==> config.mk <==
export PLATFORM = sky130hd
export DESIGN_NAME = mw_bc_buffer
export DESIGN_NICKNAME = d
export VERILOG_FILES = /design/src/rtl/matmul_pkg.sv /design/src/rtl/bc_bank.sv /design/src/rtl/mw_bc_buffer.sv
export SDC_FILE = /design/constraint.sdc
export NUM_CORES = 2
export LEC_CHECK = 0
export BUFFER_PORTS_ARGS = -buffer_cell sky130_fd_sc_hd__buf_2
export CAP_MARGIN = 10
export CORE_ASPECT_RATIO = 1.75
export CORE_MARGIN = 4
export CORE_UTILIZATION = 30
export CTS_CLUSTER_DIAMETER = 50
export DETAILED_ROUTE_END_ITERATION = 8
export PLACE_DENSITY = 0.53
export SLEW_MARGIN = 20
export SYNTH_ARGS = -nofsm -noshare
export SYNTH_HDL_FRONTEND = slang
export SYNTH_SLANG_ARGS = --single-unit
==> constraint.sdc <==
create_clock -name clk_i -period 7.6 [get_ports clk_i]
set_input_delay 0.38 -clock clk_i [delete_from_list [all_inputs] [get_ports clk_i]]
set_output_delay 0.38 -clock clk_i [all_outputs]
set_load 0.02 [all_outputs]
==> src/rtl/matmul_pkg.sv <==
// Shared types and constants for the matmul broadcast buffer.
package matmul_pkg;

  localparam int unsigned ELEN        = 64;
  localparam int unsigned MAX_BLEN    = 4;
  localparam int unsigned BC_LEN_W    = 16;
  localparam int unsigned BC_REPLAY_W = 8;

  typedef enum logic [1:0] {
    EW8  = 2'd0,
    EW16 = 2'd1,
    EW32 = 2'd2,
    EW64 = 2'd3
  } vew_e;

  typedef enum logic [1:0] {
    BK_EMPTY = 2'd0,
    BK_FILL  = 2'd1,
    BK_READY = 2'd2
  } bc_bank_state_e;

  // Per-broadcast configuration, sized for the largest supported widths.
  typedef struct packed {
    vew_e                   vsew;
    logic [BC_LEN_W-1:0]    len;
    logic [BC_REPLAY_W-1:0] replay;
  } bc_cfg_t;

  // Rows needed for len elements of width 8<<sew across lanes x ELEN-bit rows.
  function automatic logic [31:0] bc_rows_needed(input logic [BC_LEN_W-1:0] len,
                                                 input vew_e sew,
                                                 input int unsigned lanes);
    logic [31:0] k;
    logic [31:0] t;
    k = 32'd3 - 32'(sew);
    t = (32'(len) + (32'd1 << k) - 32'd1) >> k;
    return (t + lanes - 32'd1) / lanes;
  endfunction

endpackage

==> src/rtl/bc_bank.sv <==
// One ping-pong bank: row storage, row write port, element-select read port,
// the latched configuration and the remaining-replay counter.
module bc_bank
  import matmul_pkg::*;
#(
  parameter int unsigned NrLanes     = 4,
  parameter int unsigned Depth       = MAX_BLEN,
  parameter int unsigned ReplayWidth = 4,
  parameter int unsigned LenWidth    = 8,
  localparam int unsigned RowW       = (Depth > 1) ? $clog2(Depth) : 1
) (
  input  logic                      clk_i,
  input  logic                      rst_ni,
  input  logic                      cfg_we_i,
  input  bc_cfg_t                   cfg_i,
  input  logic                      row_we_i,
  input  logic [RowW-1:0]           row_addr_i,
  input  logic [NrLanes*ELEN-1:0]   row_data_i,
  input  logic [LenWidth-1:0]       elem_idx_i,
  input  logic                      rep_dec_i,
  output bc_cfg_t                   cfg_o,
  output logic [ReplayWidth-1:0]    rep_o,
  output logic [ELEN-1:0]           elem_o
);

  logic [NrLanes*ELEN-1:0] mem_q [Depth];
  bc_cfg_t                 cfg_q;
  logic [ReplayWidth-1:0]  rep_q;

  logic [31:0]             shamt;
  logic [31:0]             quo;
  logic [31:0]             lane;
  logic [31:0]             slot;
  logic [RowW-1:0]         row;
  logic [NrLanes*ELEN-1:0] row_data;
  logic [ELEN-1:0]         word;

  // Row storage: written one full row at a time, never reset.
  always_ff @(posedge clk_i) begin
    if (row_we_i) mem_q[row_addr_i] <= row_data_i;
  end

  // Configuration latch and replay counter for the broadcast held in this bank.
  always_ff @(posedge clk_i or negedge rst_ni) begin
    if (!rst_ni) begin
      cfg_q <= '0;
      rep_q <= '0;
    end else if (cfg_we_i) begin
      cfg_q <= cfg_i;
      rep_q <= ReplayWidth'(cfg_i.replay);
    end else if (rep_dec_i) begin
      rep_q <= rep_q - 1'b1;
    end
  end

  // Element select: lane = e mod NrLanes, slot/row from e div NrLanes.
  always_comb begin
    shamt    = 32'd3 - 32'(cfg_q.vsew);
    quo      = 32'(elem_idx_i) / NrLanes;
    lane     = 32'(elem_idx_i) % NrLanes;
    slot     = quo & ((32'd1 << shamt) - 32'd1);
    row      = RowW'(quo >> shamt);
    row_data = mem_q[row];
    word     = '0;
    for (int unsigned l = 0; l < NrLanes; l++) begin
      if (lane == 32'(l)) word = row_data[l*ELEN +: ELEN];
    end
    word = word >> (slot << (32'd3 + 32'(cfg_q.vsew)));
    case (cfg_q.vsew)
      EW8:     elem_o = {{(ELEN-8){1'b0}}, word[7:0]};
      EW16:    elem_o = {{(ELEN-16){1'b0}}, word[15:0]};
      EW32:    elem_o = {{(ELEN-32){1'b0}}, word[31:0]};
      default: elem_o = word;
    endcase
  end

  assign cfg_o = cfg_q;
  assign rep_o = rep_q;

endmodule

==> src/rtl/mw_bc_buffer.sv <==
// Ping-pong broadcast buffer: lanes fill one bank row by row while lane0
// drains another bank element by element, with optional replay passes.
module mw_bc_buffer
  import matmul_pkg::*;
#(
  parameter int unsigned NrLanes      = 4,
  parameter int unsigned NrBanks      = 2,
  parameter int unsigned Depth        = MAX_BLEN,
  parameter int unsigned ReplayWidth  = 4,
  localparam int unsigned LenWidth    = $clog2(Depth*NrLanes*8) + 1
) (
  input  logic                               clk_i,
  input  logic                               rst_ni,
  input  logic [NrLanes-1:0]                 ldu_result_req_i,
  input  logic [NrLanes-1:0][ELEN-1:0]       ldu_result_wdata_i,
  input  logic [NrLanes-1:0][ELEN/8-1:0]     ldu_result_be_i,
  output logic [NrLanes-1:0]                 ldu_result_gnt_o,
  output logic [NrLanes-1:0]                 ldu_result_final_gnt_o,
  input  logic                               cfg_valid_i,
  output logic                               cfg_ready_o,
  input  vew_e                               cfg_vsew_i,
  input  logic [LenWidth-1:0]                cfg_len_i,
  input  logic [ReplayWidth-1:0]             cfg_replay_i,
  output logic [ELEN-1:0]                    bc_data_o,
  output logic                               bc_data_valid_o,
  input  logic                               bc_data_ready_i,
  input  logic                               bc_data_invalidate_i
);

  localparam int unsigned BankW = $clog2(NrBanks);
  localparam int unsigned RowW  = (Depth > 1) ? $clog2(Depth) : 1;

  if (NrBanks < 2 || (NrBanks & (NrBanks - 1)) != 0) begin : g_bad_banks
    $error("mw_bc_buffer: NrBanks must be a power of two and at least 2");
  end
  if (LenWidth > BC_LEN_W || ReplayWidth > BC_REPLAY_W) begin : g_bad_widths
    $error("mw_bc_buffer: length or replay width exceeds bc_cfg_t fields");
  end

  bc_bank_state_e         bank_state_q [NrBanks];
  logic [BankW-1:0]       wr_ptr_q;
  logic [BankW-1:0]       rd_ptr_q;
  logic [LenWidth-1:0]    row_q;
  logic [LenWidth-1:0]    elem_q;

  bc_cfg_t                bank_cfg  [NrBanks];
  logic [ReplayWidth-1:0] bank_rep  [NrBanks];
  logic [ELEN-1:0]        bank_elem [NrBanks];

  bc_cfg_t                new_cfg;
  bc_cfg_t                wcfg;
  bc_cfg_t                rcfg;
  logic [ReplayWidth-1:0] rep_left;
  logic [31:0]            rows_needed;
  logic                   cfg_accept;
  logic                   row_gnt;
  logic                   last_row;
  logic                   rd_ready;
  logic                   pop;
  logic                   inval;
  logic                   last_elem;
  logic                   unused_be;
  logic                   unused_cfg;

  assign unused_be  = ^ldu_result_be_i;
  assign unused_cfg = ^{wcfg.replay, rcfg.vsew, rcfg.replay};

  assign new_cfg.vsew   = cfg_vsew_i;
  assign new_cfg.len    = BC_LEN_W'(cfg_len_i);
  assign new_cfg.replay = BC_REPLAY_W'(cfg_replay_i);

  assign wcfg     = bank_cfg[wr_ptr_q];
  assign rcfg     = bank_cfg[rd_ptr_q];
  assign rep_left = bank_rep[rd_ptr_q];

  // A zero-length config completes the handshake but is dropped.
  assign cfg_ready_o = (bank_state_q[wr_ptr_q] == BK_EMPTY);
  assign cfg_accept  = cfg_valid_i && cfg_ready_o && (cfg_len_i != '0);

  assign rows_needed = bc_rows_needed(wcfg.len, wcfg.vsew, NrLanes);
  assign row_gnt     = (bank_state_q[wr_ptr_q] == BK_FILL) && (&ldu_result_req_i);
  assign last_row    = (32'(row_q) + 32'd1) >= rows_needed;

  assign ldu_result_gnt_o       = {NrLanes{row_gnt}};
  assign ldu_result_final_gnt_o = {NrLanes{row_gnt}};

  assign rd_ready        = (bank_state_q[rd_ptr_q] == BK_READY);
  assign inval           = rd_ready && bc_data_invalidate_i;
  assign pop             = rd_ready && bc_data_ready_i && !bc_data_invalidate_i;
  assign last_elem       = (32'(elem_q) + 32'd1) == 32'(rcfg.len);
  assign bc_data_valid_o = rd_ready;
  assign bc_data_o       = bank_elem[rd_ptr_q];

  for (genvar b = 0; b < NrBanks; b++) begin : g_bank
    bc_bank #(
      .NrLanes    (NrLanes),
      .Depth      (Depth),
      .ReplayWidth(ReplayWidth),
      .LenWidth   (LenWidth)
    ) i_bank (
      .clk_i     (clk_i),
      .rst_ni    (rst_ni),
      .cfg_we_i  (cfg_accept && (wr_ptr_q == BankW'(b))),
      .cfg_i     (new_cfg),
      .row_we_i  (row_gnt && (wr_ptr_q == BankW'(b))),
      .row_addr_i(RowW'(row_q)),
      .row_data_i(ldu_result_wdata_i),
      .elem_idx_i(elem_q),
      .rep_dec_i (pop && last_elem && (rep_left != '0) && (rd_ptr_q == BankW'(b))),
      .cfg_o     (bank_cfg[b]),
      .rep_o     (bank_rep[b]),
      .elem_o    (bank_elem[b])
    );
  end

  // Bank state machine plus fill-side and drain-side pointers.
  always_ff @(posedge clk_i or negedge rst_ni) begin
    if (!rst_ni) begin
      for (int unsigned b = 0; b < NrBanks; b++) bank_state_q[b] <= BK_EMPTY;
      wr_ptr_q <= '0;
      rd_ptr_q <= '0;
      row_q    <= '0;
      elem_q   <= '0;
    end else begin
      if (cfg_accept) bank_state_q[wr_ptr_q] <= BK_FILL;

      if (row_gnt) begin
        if (last_row) begin
          bank_state_q[wr_ptr_q] <= BK_READY;
          row_q    <= '0;
          wr_ptr_q <= wr_ptr_q + 1'b1;
        end else begin
          row_q <= row_q + 1'b1;
        end
      end

      if (inval) begin
        bank_state_q[rd_ptr_q] <= BK_EMPTY;
        rd_ptr_q <= rd_ptr_q + 1'b1;
        elem_q   <= '0;
      end else if (pop) begin
        if (last_elem) begin
          elem_q <= '0;
          if (rep_left == '0) begin
            bank_state_q[rd_ptr_q] <= BK_EMPTY;
            rd_ptr_q <= rd_ptr_q + 1'b1;
          end
        end else begin
          elem_q <= elem_q + 1'b1;
        end
      end
    end
  end

endmodule

# Word-level counts from Yosys, hierarchy flattened
# Memories as Yosys holds them, arrays and structs flattened.
# Index checks and enable logic that the tools add are counted.
# Widths: inputs -> output; s select.
# word_totals
memories,2
register_bits,58
word_cells,161
ramBits,2048
output_inout_bits,74
# mem_list
memory,words,word_bits,read_ports,rd_ports_with_merged_regs,wr,line_no,source
g_bank[0].i_bank.mem_q,4,256,1,0,1,bc_bank.sv:26,logic [NrLanes*ELEN-1:0] mem_q [Depth];
g_bank[1].i_bank.mem_q,4,256,1,0,1,bc_bank.sv:26,
# classes
n_reduce_logical,32
magnitude_cmp,5
add_sub_neg,19
n_shift,10
mux,55
n_eq_ne,10
n_bitwise,14
# op_table
operator,count
$mux 64,11
$pmux 64 s3,2
$shr 64x32->64,2
$sub 32x1->32 const B,4
$shl 1x32->32 const A,3
$mux 26,3
$and 6x32->32,2
$shl 32x32->32,2
$shr 6x32->2,2
$mux 4,14
$mux 24,2
$add 16x32->32,1
$add 32x3->32 const B,1
$logic_not 32->1,1
$mux 8,4
$shr 32x32->32,1
$ge 9x30->1,1
$add 8x1->9 const B,2
$add 8x1->8 const B,2
$eq 9x16->1,1
$logic_and 1x1->1,16
$mux 16,1
$mux 2,8
$eq 2x2->1 const B,5
25 further kinds,54

# Depth between registers and ports, before layout
# depth
word_depth,19
ltp_mapped,31
mapped_depth_nobuf,29

# Modules after synthesis
# A second synthesis with hierarchy kept.
# unflattened
cells_unflattened,6938
hier_area_um2,101364.7
# by_module_without_submodules
mod,cells_each,instances,area_per_inst_um2
bc_bank,3168,2,48302.6
mw_bc_buffer,602,1,4759.6

# Worst setup path after synthesis
# No wires, ideal clock.
# synth_path
path_type,register to register
start,register wr_ptr_q
end,memory g_bank[1].i_bank.mem_q[0][0] (netlist name) (enable)
t_required_ns,6.949
stages_incl_launch_ff,9
period_less_slack_ns,8.356
slack_ns,-0.756
path_buffers,3
arrival_time_ns,7.705
path_cell_list,dfrtp_1 buf_2 buf_1 nand2_1 o32ai_1 nand2_1 inv_1 clkbuf_1 and3_1
# synth_via
elab_chain_cells,9
# synth_lines
item,line_no,source
from (decl),mw_bc_buffer.sv:41,logic [BankW-1:0] wr_ptr_q;
from (signal assigned),mw_bc_buffer.sv:131,wr_ptr_q <= wr_ptr_q + 1'b1;
$not 1->2 (not written as such),mw_bc_buffer.sv:81,assign row_gnt = (bank_state_q[wr_ptr_q] == BK_FILL) && (&ldu_result_req_i);
$mux 2 (not written as such) (3 in series),mw_bc_buffer.sv:81,
$eq 2x1->1,mw_bc_buffer.sv:81,
$logic_and 1x1->1,mw_bc_buffer.sv:81,
via row_gnt,mw_bc_buffer.sv:56,logic row_gnt;
$logic_and 1x1->1,mw_bc_buffer.sv:105,".row_we_i (row_gnt && (wr_ptr_q == BankW'(b))),"
$mux 1,bc_bank.sv:40,if (row_we_i) mem_q[row_addr_i] <= row_data_i;
$mux 1 (not written as such),bc_bank.sv:40,
to (decl),bc_bank.sv:26,
# The timed path passes the listed nets, and every way through them passes these cells. The select of a mux whose other input is x is not followed.

# Worst setup path in the final report
# layout_path
start,register elem_q[5]
end,output port bc_data_o[37]
# layout_via
elab_chain_cells,11
word_cells_on_any_way,23
cone_classes,shift: 6; mux: 13; bitwise: 2; memory: 2
# layout_lines
item,line_no,source
from (decl),mw_bc_buffer.sv:44,logic [LenWidth-1:0] elem_q;
from (signal assigned),mw_bc_buffer.sv:149,elem_q <= elem_q + 1'b1;
$shr 6x32->2,bc_bank.sv:62,row = RowW'(quo >> shamt);
$mem_v2 4x256,-,
$mux 64 (4 in series),bc_bank.sv:66,if (lane == 32'(l)) word = row_data[l*ELEN +: ELEN];
$shr 64x32->64,bc_bank.sv:68,word = word >> (slot << (32'd3 + 32'(cfg_q.vsew)));
$pmux 64 s3,bc_bank.sv:69,case (cfg_q.vsew)
$mux 64 (not written as such) (*) (3 in series),mw_bc_buffer.sv:92,assign bc_data_o = bank_elem[rd_ptr_q];
to (decl),mw_bc_buffer.sv:24,"output logic [ELEN-1:0] bc_data_o,"
# Every way passes the cells marked *; elsewhere a longest branch is shown, timed or not. The select of a mux whose other input is x is not followed.

==> impl_metrics.yaml <==
placement:
  dp_hpwl_um: 246000
  portBuffers: 352
  place_area_mm2: 0.0999
  dp_cells: 10500
  gp_congestion: 1.00
setup_path:
  arrival_ns: 7.00
  critPathLaunch: "elem_q[5]$_DFFE_PN0P_"
  path_cells: "mux4_4 > buf_12 > buf_4 > mux2i_1 > o22ai_1 > nor4_1 > buf_4 > nor2_1 > a22oi_1 > a21oi_1 > o22ai_1 > a21oi_1 > nor2_1 > o32ai_1 > buf_2"
  cp_max_fo: 53
  crit_required_ns: 7.22
  timing.rr.start: "g_bank[1].i_bank.cfg_o[25]$_DFFE_PN0P_"
  crit_path_start_kind: "flop"
  endpoint_kind: "primary output"
  rr_worst_depth: 30
  worstSetupPathType: "reg -> out"
  crit_end: "bc_data_o[37]"
  rr_endpoint: "bank_state_q[1]$_DFF_PN0_"
  max_stage_delay_ns: 0.95
  rrSetupSlack_ns: 0.58
  slowest_stage: "a21oi_1"
die:
  fp.dieH_um: 740
  fp.dieW_um: 426
  io_pins: 385
  rows: 268
  start_util_pct: 30.2
  dieArea_mm2: 0.315
  core-area_mm2: 0.304
clocking:
  clk_latency_ns: 0.91
  clockRootBuffer: "clkbuf_16"
  numCtsBuffers: 203
  cts_htree_levels: 4
  clock_path_buffers: 4
  clock_sinks: 2098
  cts_tree: "built"
  clk_pin_slew_worst_paths_ns: 0.06
routing:
  dr.pass1.iters: 6
  wire_per_inst_um: 32.0
  vias_per_cell: 5.37
  finalWirelength_um: 359000
  drc: 0
  vias: 60200
  postRouteAntennaNets: 0
  initialDrtViolationCount: 5652
layout:
  fin_nets: 7325
  syn_to_final_growth_pct: 18.9
  fillerInstances: 29400
  drive_above_1_share_pct: 16.8
  fin_cells: 11200
  final_core_util_pct: 35.9
  finalInstanceArea_mm2: 0.109
sta:
  rsz0062_at_grt: "false"
  hold_viol: 0
  worst_pin_slew_ns: 1.20
  fmax_mhz: 135
  fin_crit_sh_pct: 97.2
  slew_viol_final: 0
  skew_ns: 0.107
  worst_hold_slack_ns: 0.0882
  final.min_clock_period_ns: 7.38
  slew_headroom_pct: 19.9
  setup_viol: 0
logic_synthesis:
  yosysWarnings: 0
  synth-edff-count: 2048
  yosysTopAreaCell: "edfxtp_1"
  syn_inst: 6202
  ys_seq_area_share_pct: 68.3
  synth-main-ff-cell: "edfxtp_1"
  syn_area_per_cell_um2: 14.8
  syn_nets: 6559
  syn-cell-area_mm2: 0.0918
  ys_types: 96
  yosys-top-cells-area: "edfxtp_1, mux2i_1, o22ai_1"
  synth_top_cell_area_share_pct: 67.0
  synth-seq-cells: 2098
  async_flop_share_pct: 2.38
job:
  drv_cap: 0
pwr:
  power_mw: 27.6
  p_per_area_mw_per_mm2: 252
  vdd_ir_drop_max_v: 0.000243
  leakagePower_nw: 35.0
global_routing:
  grt_pass1_vias: 60200
  gr-total-overflow: 0
  antenna_found_initial: 108
  grt_pass1_wl_um: 485000
  grt_max_degree: 114
  grtUsageTotal_pct: 21.8
run_status:
  status: "finished, final reports clean"
min_path:
  hold_class: "in -> reg"
-- how the worst min path moves through the flow --
stage	start	endpoint	depth (start not counted)
6_report	bc_data_invalidate_i	elem_q[4]$_DFFE_PN0P_	5
5_1_grt	bc_data_invalidate_i	elem_q[4]$_DFFE_PN0P_	5
4_1_cts	bc_data_invalidate_i	elem_q[3]$_DFFE_PN0P_	5
3_5_place_dp	row_q[7]$_DFFE_PN0P_	row_q[7]$_DFFE_PN0P_	2
3_3_place_gp	g_bank[1].i_bank.rep_o[3]$_DFFE_PN0P_	g_bank[1].i_bank.rep_o[3]$_DFFE_PN0P_	2
2_1_floorplan	rst_ni	bank_state_q[0]$_DFF_PN0_	0
-- logic make-up after synthesis --
logic type      after synthesis  share of synthesized area (%)
flops                      2098                           68.3
mux                        1256                           14.0
compound gates             1183                           8.45
simple gates               1140                           5.86
buf+inv                     443                           2.42
fa+ha+maj                    46                          0.635
xor+xnor                     36                          0.343
-- worst max-delay path, delay by kind of cell (launching register included) --
| family | cells | cell delay, ns |
|---|---|---|
| compound gates | 6 | 2.26 |
| buf+inv | 4 | 1.35 |
| simple gates | 3 | 0.60 |
| flops | 1 | 0.81 |
| mux | 2 | 0.92 |
-- cell usage after synthesis (22+ instances only) --
cell type	count
o21ai_0	116
o221ai_1	28
nor3_1	209
nand2b_1	27
edfxtp_1	2048
a22oi_1	77
nor2_1	230
a211oi_1	47
clkbuf_1	189
nor4_1	89
mux2i_1	1132
inv_1	48
ha_1	45
o211ai_1	24
and3_1	22
buf_6	35
buf_4	45
nand2_1	394
dfrtp_1	50
nand3_1	64
a21oi_1	264
mux2_2	112
buf_2	105
o22ai_1	389
-- report_power, final --
| group | internal (mW) | switching [mW] |
|---|---|---|
| Clock | 5.62 | 4.30 |
| Sequential | 13.0 | 0.111 |
| Combinational | 1.56 | 2.99 |
-- timing repair --
item	in CTS	in global routing
hold endpoints to repair	2126	0
endpoints found under the setup margin	4	3
hold buffers	271	0
buffers inserted	0	4
resized for setup	2	8
gates cloned	0	3
-- sequential cells by signal (all words and copies together) (netlist names) --
| name | count |
|---|---|
| g_bank.i_bank.mem_q | 2048 |
| g_bank.i_bank.cfg_o | 20 |
| row_q | 8 |
| g_bank.i_bank.rep_o | 8 |
| bank_state_q | 4 |
| rd_ptr_q | 1 |
| elem_q | 8 |
| wr_ptr_q | 1 |
-- cells in the final DEF, fill, tap and decap left out, types with 15 or more instances in the layout --
cell	synthesis	final
nand2b_1	27	19
a211oi_1	47	47
clkbuf_1	189	41
nor3_1	209	207
inv_1	48	47
bufinv_16	0	19
mux2_2	112	112
o21ai_0	116	114
xnor2_1	21	21
edfxtp_1	2048	2048
o22ai_1	389	389
buf_4	45	291
nor4_1	89	74
o221ai_1	28	28
a21oi_1	264	263
nor2_1	230	228
o31ai_1	20	19
nand3_1	64	60
clkinv_2	0	31
a22oi_1	77	76
clkbuf_16	0	207
dfrtp_1	50	46
nand2_1	394	386
buf_2	105	352
dlygate4sd3_1	0	271
o32ai_1	21	21
nand4_1	17	17
buf_12	0	39
diode_2	0	51
and3_1	22	17
nor4_2	12	25
ha_1	45	43
o211ai_1	24	24
clkinv_1	0	45
mux2i_1	1132	1131
xor2_1	15	15
-- stage by stage --
step	worst slack (ns)	setup TNS (ns)
floorplan	-0.280	-143.22
global placement	0.636	0
detailed placement	0.755	0
CTS	0.0754	0
global route	0.0370	0
finish	0.216	0
-- cell type report --
cell class	count	area (um2)	share of cell area, %
clock inverters	107	1010	0.929
multi-input cells	3664	27300	25.0
clock buffers	249	5350	4.90
repair buffers	953	7440	6.81
well taps	4050	5070	4.64
diodes	51	128	0.117
inverters	48	185	0.170
flip-flops and latches	2098	62800	57.5
-- per-layer routing --
layer  routed length, um  track usage, %
met1              132000            25.0
met2              182000            38.7
met3               19200            2.95
met4               25300            12.5
met5                 268               0
Power figures use the tool's default switching activity.
